<file path="src/rtl/mips_ctrl_pkg.sv">
// mips_ctrl_pkg: shared encodings for the multicycle MIPS control FSM
package mips_ctrl_pkg;
    typedef logic [3:0] state_t;
    localparam state_t S_FETCH     = 4'd0;
    localparam state_t S_DECODE    = 4'd1;
    localparam state_t S_R_EXEC    = 4'd2;
    localparam state_t S_R_WB      = 4'd3;
    localparam state_t S_MEM_ADDR  = 4'd4;
    localparam state_t S_MEM_READ  = 4'd5;
    localparam state_t S_MEM_WB    = 4'd6;
    localparam state_t S_MEM_WRITE = 4'd7;
    localparam state_t S_BRANCH    = 4'd8;
    localparam state_t S_JUMP      = 4'd9;
    localparam state_t S_I_EXEC    = 4'd10;
    localparam state_t S_I_WB      = 4'd11;
    localparam state_t S_ILLEGAL   = 4'd12;
    localparam logic [5:0] OP_RTYPE = 6'b000000;
    localparam logic [5:0] OP_LW    = 6'b100011;
    localparam logic [5:0] OP_SW    = 6'b101011;
    localparam logic [5:0] OP_BEQ   = 6'b000100;
    localparam logic [5:0] OP_J     = 6'b000010;
    localparam logic [5:0] OP_ADDI  = 6'b001000;
    localparam logic [5:0] OP_ORI   = 6'b001101;
    localparam logic [5:0] FN_ADD = 6'b100000;
    localparam logic [5:0] FN_SUB = 6'b100010;
    localparam logic [5:0] FN_AND = 6'b100100;
    localparam logic [5:0] FN_OR  = 6'b100101;
    localparam logic [5:0] FN_SLT = 6'b101010;
    localparam logic [3:0] ALU_AND = 4'b0000;
    localparam logic [3:0] ALU_OR  = 4'b0001;
    localparam logic [3:0] ALU_ADD = 4'b0010;
    localparam logic [3:0] ALU_SUB = 4'b0110;
    localparam logic [3:0] ALU_SLT = 4'b0111;
    localparam logic [1:0] SRCB_B      = 2'b00;
    localparam logic [1:0] SRCB_FOUR   = 2'b01;
    localparam logic [1:0] SRCB_IMM    = 2'b10;
    localparam logic [1:0] SRCB_IMM_SH = 2'b11;
    localparam logic [1:0] PCSRC_ALU    = 2'b00;
    localparam logic [1:0] PCSRC_ALUOUT = 2'b01;
    localparam logic [1:0] PCSRC_JUMP   = 2'b10;
    typedef enum logic [1:0] {AC_ADD, AC_SUB, AC_FUNCT, AC_IMM} alu_class_t;
endpackage

</file>
<file path="src/rtl/mips_alu_decoder.sv">
// mips_alu_decoder: maps the FSM's ALU class plus opcode/funct to an ALU operation
module mips_alu_decoder
    import mips_ctrl_pkg::*;
(
    input  alu_class_t  cls,
    input  logic [5:0]  opcode,
    input  logic [5:0]  funct,
    output logic [3:0]  alu_op,
    output logic        bad_funct
);
    // funct is only meaningful for the R-type class; anything unknown there is flagged
    always_comb begin
        bad_funct = 1'b0;
        alu_op = ALU_ADD;
        case (cls)
            AC_SUB: alu_op = ALU_SUB;
            AC_IMM: alu_op = (opcode == OP_ORI) ? ALU_OR : ALU_ADD;
            AC_FUNCT:
                case (funct)
                    FN_ADD: alu_op = ALU_ADD;
                    FN_SUB: alu_op = ALU_SUB;
                    FN_AND: alu_op = ALU_AND;
                    FN_OR:  alu_op = ALU_OR;
                    FN_SLT: alu_op = ALU_SLT;
                    default: bad_funct = 1'b1;
                endcase
            default: alu_op = ALU_ADD;
        endcase
    end
endmodule

</file>
<file path="src/rtl/mips_multicycle_ctrl.sv">
// mips_multicycle_ctrl: Moore control FSM for a multicycle MIPS datapath
module mips_multicycle_ctrl
    import mips_ctrl_pkg::*;
#(
    parameter bit MEM_WAIT = 1'b1
) (
    input  logic        clock,
    input  logic        reset,
    input  logic [5:0]  opcode,
    input  logic [5:0]  funct,
    input  logic        zero,
    input  logic        mem_ready,
    output logic        pc_we,
    output logic        ir_we,
    output logic        reg_we,
    output logic        mem_req,
    output logic        mem_we,
    output logic        iord,
    output logic        reg_dst,
    output logic        mem_to_reg,
    output logic        alu_src_a,
    output logic [1:0]  alu_src_b,
    output logic [1:0]  pc_src,
    output logic [3:0]  alu_op,
    output logic        illegal,
    output logic [3:0]  state_o
);
    state_t state, next;
    alu_class_t cls;
    logic bad_funct;
    logic rdy;
    assign rdy = MEM_WAIT ? mem_ready : 1'b1;
    assign state_o = state;

    mips_alu_decoder u_alu_dec (
        .cls       (cls),
        .opcode    (opcode),
        .funct     (funct),
        .alu_op    (alu_op),
        .bad_funct (bad_funct)
    );

    // state register; reset always lands in FETCH, abandoning any instruction in flight
    always_ff @(posedge clock) begin
        state <= reset ? S_FETCH : next;
    end

    // next-state: memory states hold until the access completes
    always_comb begin
        next = S_FETCH;
        case (state)
            S_FETCH:     next = rdy ? S_DECODE : S_FETCH;
            S_DECODE:    next = (opcode == OP_RTYPE) ? S_R_EXEC :
                                (opcode == OP_LW || opcode == OP_SW) ? S_MEM_ADDR :
                                (opcode == OP_BEQ) ? S_BRANCH :
                                (opcode == OP_J) ? S_JUMP :
                                (opcode == OP_ADDI || opcode == OP_ORI) ? S_I_EXEC : S_ILLEGAL;
            S_R_EXEC:    next = bad_funct ? S_ILLEGAL : S_R_WB;
            S_MEM_ADDR:  next = (opcode == OP_LW) ? S_MEM_READ : S_MEM_WRITE;
            S_MEM_READ:  next = rdy ? S_MEM_WB : S_MEM_READ;
            S_MEM_WRITE: next = rdy ? S_FETCH : S_MEM_WRITE;
            S_I_EXEC:    next = S_I_WB;
            default:     next = S_FETCH;
        endcase
    end

    // outputs from the current state; enables and requests are suppressed while reset is high
    always_comb begin
        pc_we      = !reset && ((state == S_FETCH && rdy) || (state == S_BRANCH && zero) || state == S_JUMP);
        ir_we      = !reset && state == S_FETCH && rdy;
        reg_we     = !reset && (state inside {S_R_WB, S_MEM_WB, S_I_WB});
        mem_req    = !reset && (state inside {S_FETCH, S_MEM_READ, S_MEM_WRITE});
        mem_we     = !reset && state == S_MEM_WRITE;
        illegal    = !reset && state == S_ILLEGAL;
        iord       = state inside {S_MEM_READ, S_MEM_WRITE};
        reg_dst    = state == S_R_WB;
        mem_to_reg = state == S_MEM_WB;
        alu_src_a  = state inside {S_R_EXEC, S_MEM_ADDR, S_BRANCH, S_I_EXEC};
        alu_src_b  = (state == S_FETCH) ? SRCB_FOUR :
                     (state == S_DECODE) ? SRCB_IMM_SH :
                     (state == S_MEM_ADDR || state == S_I_EXEC) ? SRCB_IMM : SRCB_B;
        pc_src     = (state == S_BRANCH) ? PCSRC_ALUOUT : (state == S_JUMP) ? PCSRC_JUMP : PCSRC_ALU;
        cls        = (state == S_R_EXEC) ? AC_FUNCT :
                     (state == S_BRANCH) ? AC_SUB :
                     (state == S_I_EXEC) ? AC_IMM : AC_ADD;
    end
endmodule

</file>
<file path="config.mk">
export PLATFORM = sky130hd
export DESIGN_NAME = mips_multicycle_ctrl
export DESIGN_NICKNAME = d
export VERILOG_FILES = /design/src/rtl/mips_ctrl_pkg.sv /design/src/rtl/mips_alu_decoder.sv /design/src/rtl/mips_multicycle_ctrl.sv
export SDC_FILE = /design/constraint.sdc
export NUM_CORES = 1
export LEC_CHECK = 0
export CAP_MARGIN = 10
export CORE_MARGIN = 2
export CORE_UTILIZATION = 38
export DETAILED_ROUTE_END_ITERATION = 10
export PLACE_DENSITY_LB_ADDON = 0.3
export SLEW_MARGIN = 20
export SYNTH_ARGS = -nofsm -noshare
export SYNTH_HDL_FRONTEND = slang
export SYNTH_SLANG_ARGS = --single-unit
</file>
<file path="constraint.sdc">
create_clock -name clock -period 2 [get_ports clock]
set_input_delay 0.6 -clock clock [delete_from_list [all_inputs] [get_ports clock]]
set_output_delay 0.6 -clock clock [all_outputs]
set_load 0.03 [all_outputs]
</file>
==> metrics.csv <==
metric;value;unit
status;finished, violations left;
failing checks;DRC, setup timing;
WL met1;1180;µm
final setup fails;5;
Post-Syn Nets;113;
chip width;46.2;µm
Ports;38;
crit path DAT;1.66;ns
multi-input logic area;729;µm²
core area;1710;µm²
nets;177;
PortBufs;36;
CP Launch Type;input port;
RSZ-0062 raised after global routing;true;
vias in the first global route;969;
max FFs per register;4;
DRT Wirelength;3150;µm
antenna violations before repair;0;
Total GRT Usage;0.287;
#FFs+latches synth;4;
setup skew after layout;0.00150;ns
Syn Inst Count;97;
Clk pwr share;0.057;
worst skew pair latency;0.24;ns
Top Metal Used;met4;
largest area contributor in the netlist;dfxtp_1;
Routed Antenna Nets;0;
Avg Synthesized Cell Area;6.97;µm²
metal3 WL;155;µm
Reg2Reg Setup Slack;0.49;ns
type of the worst setup path;in -> out;
post-synth top area share;0.119;
cell area after synthesis;676;µm²
Max Freq;442;MHz
Final Hold Fails;0;
sequential share of power;0.088;
sw power;946;µW
Worst Reg2Reg Path Length in Cells;5;
# DRC;1;
H-Tree Depth;1;
# diodes;0;
global-route wire length before repair;4250;µm
CP Cell Sequence;buf_6, buf_6, or3_4, a2bb2oi_4, o21ai_4, buf_6;
DP HPWL;1800;µm
Clock Sinks;4;
Synth area leaders;dfxtp_1 12%, nor3_1 5.9%, nand2b_1 5.6%;
Max-Cap Viols;0;
post-route design area;1560;µm²
register area share after synthesis;0.119;
DR vias;1067;
Peak VDD IR;0.712;mV
CP dominant cell by count;buf_6;
CTS clock-pin slew for the worst setup and hold paths;0.04;ns
Period Utilization, post-route;1.13;
CTS tree;yes;
Initial Util;0.396;
final-layout fill cell count;71;
sw frac;0.503;
share of layout cells above drive strength 1;0.560;
hold_ws;0.734;ns
Slew Limit Fails;0;
CP startpoint;funct[2];
setup TNS;-0.699;ns
Pre-Repair DR Iteration Count;7;
Synthesis Warnings;0;
Via density;5.80;
CP required;1.40;ns
asr flop ratio synth;0;
worst r2r src;state_o[0];
worst hold path type;reg -> reg;
Power Density;1210;nW/µm²
Cell Area, Placed;1300;µm²
largest net degree at the start of global routing;20;
met2 wire len;1670;µm
Critical R2R Capture;state_o[1];
Site Rows;15;
register area;86.3;µm²
Top FF cell, synth;dfxtp_1;
die height;46.2;µm
Remaining Overflow, GRT;0;
Final Critical Period;2.26;ns
CTS max path bufs;2;
slowest CP cell;or3_4;
Root Buffer Master;clkbuf_4;
crit path setup slack, layout;-0.260;ns
Distinct cells, synth;43;
Wirelength per Cell;17.1;µm
total CTS buffers;3;
P_int;935;µW
Comb power frac;0.855;
DRC violation total after the first TritonRoute iteration;46;
crit path to;alu_op[0];
LEAKAGE;0.730;nW
slowest cell delay on critical path;0.41;ns
Layout area overhead;130;%
Crit Path Max Fanout;2;
die area;2130;µm²
gp weighted congestion;0.835;
Post-synth EDFFs;0;
CP Capture Type;output port;
worst min path at each step:
stage               start    endpoint  slack (ns)  cells after the start
2_1_floorplan  state_o[1]  state_o[3]        0.71                      4
4_1_cts        state_o[1]  state_o[3]        0.72                      4
3_5_place_dp   state_o[1]  state_o[3]        0.76                      5
3_3_place_gp   state_o[1]  state_o[3]        0.76                      5
6_report       state_o[1]  state_o[3]        0.73                      4
5_1_grt        state_o[1]  state_o[3]        0.74                      4
worst max-delay path: cells and delay by family:
family | cells | cell delay (ns)
AOI/OAI and AO/OA | 2 | 0.30
buffers and inverters | 3 | 0.35
and+or+nand+nor | 1 | 0.41
power groups by stage:
| stage | combinational (mW) | sequential, mW | clock, mW |
|---|---|---|---|
| floorplan | 0.807 | 0.229 | 0 |
| global placement | 1.26 | 0.140 | 0 |
| detailed placement | 1.28 | 0.140 | 0 |
| CTS | 1.48 | 0.156 | 0.103 |
| global route | 1.69 | 0.169 | 0.111 |
| finish | 1.61 | 0.166 | 0.108 |
cells by family after synthesis:
family / share of synthesized area
and+or+nand+nor: 0.493
buffers and inverters: 0.0926
AOI/OAI and AO/OA: 0.256
DFF: 0.119
other: 0.00555
xor gates and xnor gates: 0.0130
muxes: 0.0222
what timing repair did:
action,4_1_cts,5_1_grt
setup buffers,5,0
gates resized for setup,57,22
hold buffers,0,0
pin swaps,9,8
endpoints found under the setup margin,12,13
gates cloned,1,0
cell type report:
class / count / share of cell area
multi-input combinational: 81 / 0.469
timing repair buffer: 66 / 0.429
sequential: 4 / 0.0555
tap: 25 / 0.0201
clock buffer: 3 / 0.0145
inverter: 5 / 0.0121
cell usage in the layout, fill, tap and decap left out, types with 2 or more instances in the layout:
| master | count |
|---|---|
| buf_4 | 35 |
| buf_6 | 11 |
| nand2_1 | 8 |
| dlymetal6s2s_1 | 7 |
| a21oi_1 | 6 |
| nand2b_1 | 5 |
| buf_12 | 5 |
| inv_1 | 4 |
| dlygate4sd2_1 | 4 |
| nor3_4 | 3 |
| and3_1 | 3 |
| nor3_2 | 3 |
| nor4_4 | 3 |
| nor3_1 | 3 |
| o21ai_0 | 3 |
| clkbuf_4 | 3 |
| nand2b_4 | 2 |
| nor2b_4 | 2 |
| nor2b_1 | 2 |
| o21ai_1 | 2 |
| o31ai_1 | 2 |
| nor2_1 | 2 |
| nand3_1 | 2 |
| dfxtp_2 | 2 |
synthesized netlist by cell type, drive strengths merged (3+ instances only):
| cell | number |
|---|---|
| nor3 | 9 |
| nand2 | 8 |
| buf | 7 |
| nand2b | 7 |
| a21oi | 6 |
| o21ai | 6 |
| inv | 5 |
| and3 | 4 |
| dfxtp | 4 |
| nor2 | 4 |
| nor2b | 4 |
| nand3 | 3 |
| nor4 | 3 |
per-layer routing:
metal | track usage | up-vias
met3 | 0.0196 | 19
met4 | 0.171 | 0
met1 | 0.310 | 505
li1 | - | 487
met5 | 0 | -
met2 | 0.533 | 56
metrics by stage:
stage | setup slack [ns] | total power, mW | util | cells
4_1_cts | -0.341 | 1.73 | 0.862 | 184
5_1_grt | -0.281 | 1.97 | 0.911 | 184
6_report | -0.260 | 1.88 | 0.911 | 184
3_3_place_gp | -0.919 | 1.40 | 0.761 | 175
2_1_floorplan | -0.107 | 1.04 | - | 97
3_5_place_dp | -0.934 | 1.42 | 0.761 | 175
Power figures use the tool's default switching activity.
